### config.mk
export PLATFORM = sky130hd
export DESIGN_NAME = intt_butterfly
export DESIGN_NICKNAME = d
export VERILOG_FILES = /design/src/rtl/ntt_pkg.sv /design/src/rtl/mont_reduce_stage.sv /design/src/rtl/intt_butterfly.sv
export SDC_FILE = /design/constraint.sdc
export NUM_CORES = 2
export LEC_CHECK = 0
export BUFFER_PORTS_ARGS = -buffer_cell sky130_fd_sc_hd__buf_2
export CAP_MARGIN = 20
export CORE_ASPECT_RATIO = 1.5
export CORE_UTILIZATION = 60
export CTS_CLUSTER_SIZE = 8
export DETAILED_ROUTE_END_ITERATION = 7
export GPL_TIMING_DRIVEN = 0
export PLACE_DENSITY = 0.85
export SYNTH_ARGS = -nofsm -noshare
export SYNTH_HDL_FRONTEND = slang
export SYNTH_SLANG_ARGS = --single-unit
### constraint.sdc
create_clock -name clk -period 8.9 [get_ports clk]
set_input_delay 0.445 -clock clk [delete_from_list [all_inputs] [get_ports clk]]
set_output_delay 0.445 -clock clk [all_outputs]
set_load 0.01 [all_outputs]
### src/rtl/ntt_pkg.sv
// Shared Kyber NTT constants and modular reductions, used by both the forward and
// inverse butterfly datapaths so that their arithmetic stays bit-identical.
package ntt_pkg;

    localparam int KYBER_Q    = 3329;
    localparam int KYBER_QINV = -3327;
    localparam int BARRETT_V  = 20159;
    localparam int INTT_F     = 1441;

    localparam logic signed [31:0] Q32    = 32'(KYBER_Q);
    localparam logic signed [15:0] Q16    = 16'(KYBER_Q);
    localparam logic signed [31:0] QINV32 = 32'(KYBER_QINV);
    localparam logic signed [31:0] V32    = 32'(BARRETT_V);
    localparam logic signed [31:0] RND32  = 32'sd33554432;

    // Montgomery reduction: returns t * 2^-16 mod q, |result| < q for in-range t.
    function automatic logic signed [15:0] mont_reduce(input logic signed [31:0] t);
        logic signed [31:0] tq;
        logic signed [15:0] m;
        logic signed [31:0] mw;
        logic signed [31:0] r;
        tq = t * QINV32;
        m  = tq[15:0];
        mw = {{16{m[15]}}, m};
        r  = t - mw * Q32;
        return r[31:16];
    endfunction

    function automatic logic signed [15:0] barrett_quot(input logic signed [15:0] x);
        logic signed [31:0] xw;
        logic signed [31:0] p;
        xw = {{16{x[15]}}, x};
        p  = (xw * V32 + RND32) >>> 26;
        return p[15:0];
    endfunction

    function automatic logic signed [15:0] barrett_reduce(input logic signed [15:0] x);
        return x - barrett_quot(x) * Q16;
    endfunction

endpackage

### src/rtl/mont_reduce_stage.sv
// Combinational Montgomery reduction of a 32-bit product down to a 16-bit residue.
module mont_reduce_stage
    import ntt_pkg::*;
(
    input  logic signed [31:0] t,
    output logic signed [15:0] u
);

    assign u = mont_reduce(t);

endmodule

### src/rtl/intt_butterfly.sv
// Three-stage Gentleman-Sande inverse-NTT butterfly with an n^-1 scale mode.
// Global-stall pipeline: every stage advances together whenever the output is free.
module intt_butterfly
    import ntt_pkg::*;
#(
    parameter int TAG_W = 8
) (
    input  logic                    clk,
    input  logic                    rst_n,
    input  logic                    in_valid,
    output logic                    in_ready,
    input  logic                    in_scale,
    input  logic signed [15:0]      in_a,
    input  logic signed [15:0]      in_b,
    input  logic signed [15:0]      in_zeta,
    input  logic [TAG_W-1:0]        in_tag,
    output logic                    out_valid,
    input  logic                    out_ready,
    output logic signed [15:0]      out_a,
    output logic signed [15:0]      out_b,
    output logic [TAG_W-1:0]        out_tag
);

    localparam logic signed [15:0] F16 = 16'(INTT_F);

    function automatic logic signed [31:0] mul16(input logic signed [15:0] x,
                                                 input logic signed [15:0] y);
        logic signed [31:0] xw;
        logic signed [31:0] yw;
        xw = {{16{x[15]}}, x};
        yw = {{16{y[15]}}, y};
        return xw * yw;
    endfunction

    logic en;

    logic [3:1]          vld_q, vld_d;

    logic signed [15:0]  s1_x_q, s1_x_d;
    logic signed [15:0]  s1_y_q, s1_y_d;
    logic signed [15:0]  s1_op_q, s1_op_d;
    logic [TAG_W-1:0]    s1_tag_q, s1_tag_d;
    logic                s1_scale_q, s1_scale_d;

    logic signed [31:0]  s2_pa_q, s2_pa_d;
    logic signed [31:0]  s2_pb_q, s2_pb_d;
    logic signed [15:0]  s2_k_q, s2_k_d;
    logic [TAG_W-1:0]    s2_tag_q, s2_tag_d;
    logic                s2_scale_q, s2_scale_d;

    logic signed [15:0]  out_a_q, out_a_d;
    logic signed [15:0]  out_b_q, out_b_d;
    logic [TAG_W-1:0]    out_tag_q, out_tag_d;

    logic signed [15:0]  mont_a, mont_b;

    assign out_valid = vld_q[3];
    assign en        = !vld_q[3] || out_ready;
    assign in_ready  = en;
    assign out_a     = out_a_q;
    assign out_b     = out_b_q;
    assign out_tag   = out_tag_q;

    mont_reduce_stage u_mont_a (.t(s2_pa_q), .u(mont_a));
    mont_reduce_stage u_mont_b (.t(s2_pb_q), .u(mont_b));

    always_comb begin
        vld_d      = {vld_q[2:1], in_valid};

        s1_x_d     = in_scale ? in_a : in_a + in_b;
        s1_y_d     = in_scale ? in_b : in_b - in_a;
        s1_op_d    = in_scale ? F16 : in_zeta;
        s1_tag_d   = in_tag;
        s1_scale_d = in_scale;

        // In butterfly mode lane A carries the raw sum; its Barrett quotient rides alongside.
        s2_pa_d    = s1_scale_q ? mul16(s1_x_q, s1_op_q) : {{16{s1_x_q[15]}}, s1_x_q};
        s2_pb_d    = mul16(s1_y_q, s1_op_q);
        s2_k_d     = barrett_quot(s1_x_q);
        s2_tag_d   = s1_tag_q;
        s2_scale_d = s1_scale_q;

        out_a_d    = s2_scale_q ? mont_a : s2_pa_q[15:0] - s2_k_q * Q16;
        out_b_d    = mont_b;
        out_tag_d  = s2_tag_q;
    end

    always_ff @(posedge clk or negedge rst_n) begin
        if (!rst_n) begin
            vld_q      <= '0;
            s1_x_q     <= '0;
            s1_y_q     <= '0;
            s1_op_q    <= '0;
            s1_tag_q   <= '0;
            s1_scale_q <= 1'b0;
            s2_pa_q    <= '0;
            s2_pb_q    <= '0;
            s2_k_q     <= '0;
            s2_tag_q   <= '0;
            s2_scale_q <= 1'b0;
            out_a_q    <= '0;
            out_b_q    <= '0;
            out_tag_q  <= '0;
        end else if (en) begin
            vld_q      <= vld_d;
            s1_x_q     <= s1_x_d;
            s1_y_q     <= s1_y_d;
            s1_op_q    <= s1_op_d;
            s1_tag_q   <= s1_tag_d;
            s1_scale_q <= s1_scale_d;
            s2_pa_q    <= s2_pa_d;
            s2_pb_q    <= s2_pb_d;
            s2_k_q     <= s2_k_d;
            s2_tag_q   <= s2_tag_d;
            s2_scale_q <= s2_scale_d;
            out_a_q    <= out_a_d;
            out_b_q    <= out_b_d;
            out_tag_q  <= out_tag_d;
        end
    end

endmodule

==> metrics.yaml <==
status:
  status: "finished, violations left"
  failed_checks: "design-rule violations, negative hold slack, negative setup slack"
timing:
  max_clock_freq_mhz: 111
  final_setup_violations: 1
  final_hold_viol_count: 1
  worst-slew-pin-transition_ns: 1.31
  min_period_over_period_pct: 102
  final_critical_path_time_including_i_o_delays_and_setup_ns: 9.04
  finalWorstSetupSlack_ns: -0.138
  setup_repair_after_global_routing_missed_its_margin: "true"
  slew_viol_final: 0
  clock_tree_skew_after_final_layout_ns: 0.0388
  timing.hold.ws_ns: -0.0166
  slew_headroom_pct: 12.8
clock_tree:
  tritoncts: "done"
  cts_max_path_buffers: 2
  cts_htree_levels: 4
  cts-root-buf: "clkbuf_16"
  cts_num_sinks: 179
  worst_setup_hold_path_clk_slew_ns: 0.11
  clock_insertion_delay_worst_skew_ns: 0.50
  cts_buffers: 17
critical_path:
  worstSetupEndpointType: "flip-flop"
  worst_setup_path_endpoint: "out_a[13]$_DFFE_PN0P_"
  crit_path_start_kind: "flip-flop"
  cell_mode_on_critical_path: "fa_1"
  worst_path_max_delay_cell: "fa_1"
  criticalPathCategory: "reg2reg"
  startpoint: "s2_pa_q[4]$_DFFE_PN0P_"
  rr_endpoint: "out_a[13]$_DFFE_PN0P_"
  cp.required_ns: 9.26
  cp.arrival_ns: 9.39
  rr_startpoint: "s2_pa_q[4]$_DFFE_PN0P_"
  worst_r2r_path_depth: 34
  r2r_slack_ns: -0.14
  maximum_fanout_along_the_worst_path: 6
  critPathMaxStageDelay_ns: 0.53
route:
  topRoutingLayerUsed: "met5"
  antenna_violating_nets_post_route: 0
  initialDrtViolationCount: 2946
  met3RoutedLength_um: 11700
  dr_total_vias: 33600
  detail_route.wirelength_um: 123000
  post_drt_via_cell_ratio: 5.90
  post_detailed_route_drc_marker_count: 1
  met2RoutedLength_um: 57900
  drt-wirelength-per-cell_um: 21.5
  detail_route.first_pass.iterations: 8
  met1Wirelength_um: 42000
synth:
  post_synth_inst_count: 4625
  synth_area_per_cell_um2: 9.14
  synth_top_cell_by_area: "fa_1"
  ys_top_cells_by_count: "1023 x inv_1, 747 x fa_1, 611 x ha_1, 532 x nand2_1, 216 x and2_1"
  number_of_library_cell_types_mapped_by_synthesis: 80
  ys_dominant_reg_cell: "dfrtp_1"
  postSynthNetCount: 6044
  post_synth_instance_area_um2: 42300
  yosys.area.top_type_share_pct: 35.4
  synth.yosys.seq_area_share_pct: 10.6
  async_reset_ff_share_pct: 100
  synth.most_common_cell: "inv_1"
  synthTopCellsByArea: "fa_1 35%, ha_1 18%, dfrtp_1 11%"
  synth-edff-count: 0
  postSynthRegisterBits: 179
  synthesis.yosys.warnings: 0
placed_design:
  gpl.final_weighted_congestion: 1.02
  dp_hpwl_um: 98900
  portBuffers: 102
  post-place-cells: 5629
job:
  max_cap_check_violation_count: 0
die:
  die_area_um2: 71500
  placement_rows: 118
  start_util_pct: 60.9
  pin_count: 103
  die_height_um: 327
  dieWidth_um: 219
  core_region_area_um2: 69400
final_layout:
  signed_area_change_from_the_synthesized_netlist_to_the_final_layout_pct: 7.61
  final_nets: 6200
  post_route_cells_drive_above_1_share_pct: 5.65
  layoutNonFillerInstCount: 5699
grt:
  track_usage_pct: 35.1
  gr-total-overflow: 0
  number_of_antenna_violations_at_the_first_check_in_global_routing: 10
  grt_pass1_vias: 36000
  grt_max_degree: 101
  global_route_wire_length_before_repair_um: 190000
min_path:
  holdCritPathClass: "in2async"
==> area by class of cell <==
| class | count | area (um^2) |
|---|---|---|
| Clock inverter | 15 | 184 |
| Sequential cell | 179 | 4490 |
| Fill cell | 5320 | 23900 |
| Multi-Input combinational cell | 3271 | 33900 |
| Timing Repair Buffer | 138 | 851 |
| Antenna cell | 5 | 12.5 |
| Tap cell | 900 | 1130 |
| Buffer | 150 | 582 |
| Clock buffer | 17 | 425 |
| Inverter | 1024 | 3850 |
==> logic make-up after synthesis <==
kind of cell,synth area share [%]
fa+ha+maj,53.5
buf+inv,10.4
simple gates,12.7
compound gates,8.04
xor+xnor,4.21
flops,10.6
mux,0.524
==> metrics by stage <==
stage / worst slack, ns / setup TNS (ns) / hold WS (ns) / utilization [%] / instance area, um^2
CTS: -0.000386 / -0.000386 / 0.00914 / 64.8 / 45000
finish: -0.138 / -0.138 / -0.0166 / 65.5 / 45500
global route: -0.458 / -1.33 / 0.0549 / 65.5 / 45500
global placement: -1.20 / -6.54 / 0.443 / 63.3 / 43900
detailed placement: -1.29 / -8.84 / 0.451 / 63.3 / 43900
floorplan: 0.189 / 0 / 0.149 / - / 42300
==> worst min path at each step <==
stage | startpoint | endpoint | depth (start not counted) | slack [ns]
5_1_grt | rst_n | s2_pb_q[30]$_DFFE_PN0P_ | 1 | 0.05
3_3_place_gp | vld_q[2]$_DFFE_PN0P_ | vld_q[3]$_DFFE_PN0P_ | 1 | 0.44
4_1_cts | rst_n | s2_pb_q[30]$_DFFE_PN0P_ | 1 | 0.009
3_5_place_dp | out_tag[6]$_DFFE_PN0P_ | out_tag[6]$_DFFE_PN0P_ | 2 | 0.45
2_1_floorplan | rst_n | out_a[0]$_DFFE_PN0P_ | 0 | 0.15
6_report | rst_n | s2_pb_q[30]$_DFFE_PN0P_ | 1 | -0.02
==> layer usage <==
metal / vias up / track usage, %
met5: - / 0
met4: 14 / 26.3
met3: 647 / 8.50
met2: 1809 / 57.1
met1: 16600 / 39.8
li1: 14600 / -
==> registers in the layout (all words and copies together), names as in the netlist <==
| signal | flops |
|---|---|
| s2_pa_q | 32 |
| s2_pb_q | 32 |
| out_a | 16 |
| out_b | 16 |
| s1_op_q | 16 |
| s1_x_q | 16 |
| s1_y_q | 16 |
| out_tag | 8 |
| out_tag_d | 8 |
| s1_tag_q | 8 |
| s2_k_q | 6 |
| vld_q | 3 |
| s1_scale_q | 1 |
| s2_scale_q | 1 |
==> layout by cell type, fill, tap and decap left out, types with 10 or more instances in the layout <==
master / netlist / final
nor2_1: 165 / 163
a21oi_1: 175 / 169
nand2b_1: 40 / 40
a21o_1: 50 / 50
or3_1: 17 / 16
clkbuf_1: 146 / 143
o21ai_0: 139 / 138
xor2_1: 62 / 60
buf_2: 1 / 101
ha_1: 611 / 582
and3_1: 17 / 17
and2_1: 216 / 216
mux2i_1: 21 / 21
o21a_1: 28 / 28
buf_4: 0 / 32
clkbuf_16: 0 / 17
nor3_1: 36 / 36
nor2b_1: 37 / 37
nand2_1: 532 / 531
dfrtp_2: 0 / 10
a31oi_1: 12 / 12
o211ai_1: 15 / 15
a211oi_1: 19 / 18
xnor2_1: 136 / 129
fa_1: 747 / 746
dfrtp_1: 179 / 169
ha_4: 0 / 24
o21bai_1: 18 / 18
nand3_1: 42 / 42
inv_1: 1023 / 1020
==> what timing repair did <==
action / in CTS / in global routing
gates resized for setup: 43 / 52
endpoints found under the setup margin: 15 / 11
hold buffers: 0 / 0
pin swaps: 13 / 22
buffers inserted: 20 / 13
==> critical path: cells and delay by family (launching register included) <==
| family | cells | cell delay (ns) |
|---|---|---|
| buf+inv | 6 | 0.63 |
| flops | 1 | 0.45 |
| fa+ha+maj | 13 | 4.56 |
| xor+xnor | 3 | 0.63 |
| compound gates | 6 | 1.30 |
| simple gates | 6 | 1.38 |
Power is not shown: default switching activity piles up to over one toggle a cycle in this logic, so the estimate is an artifact.
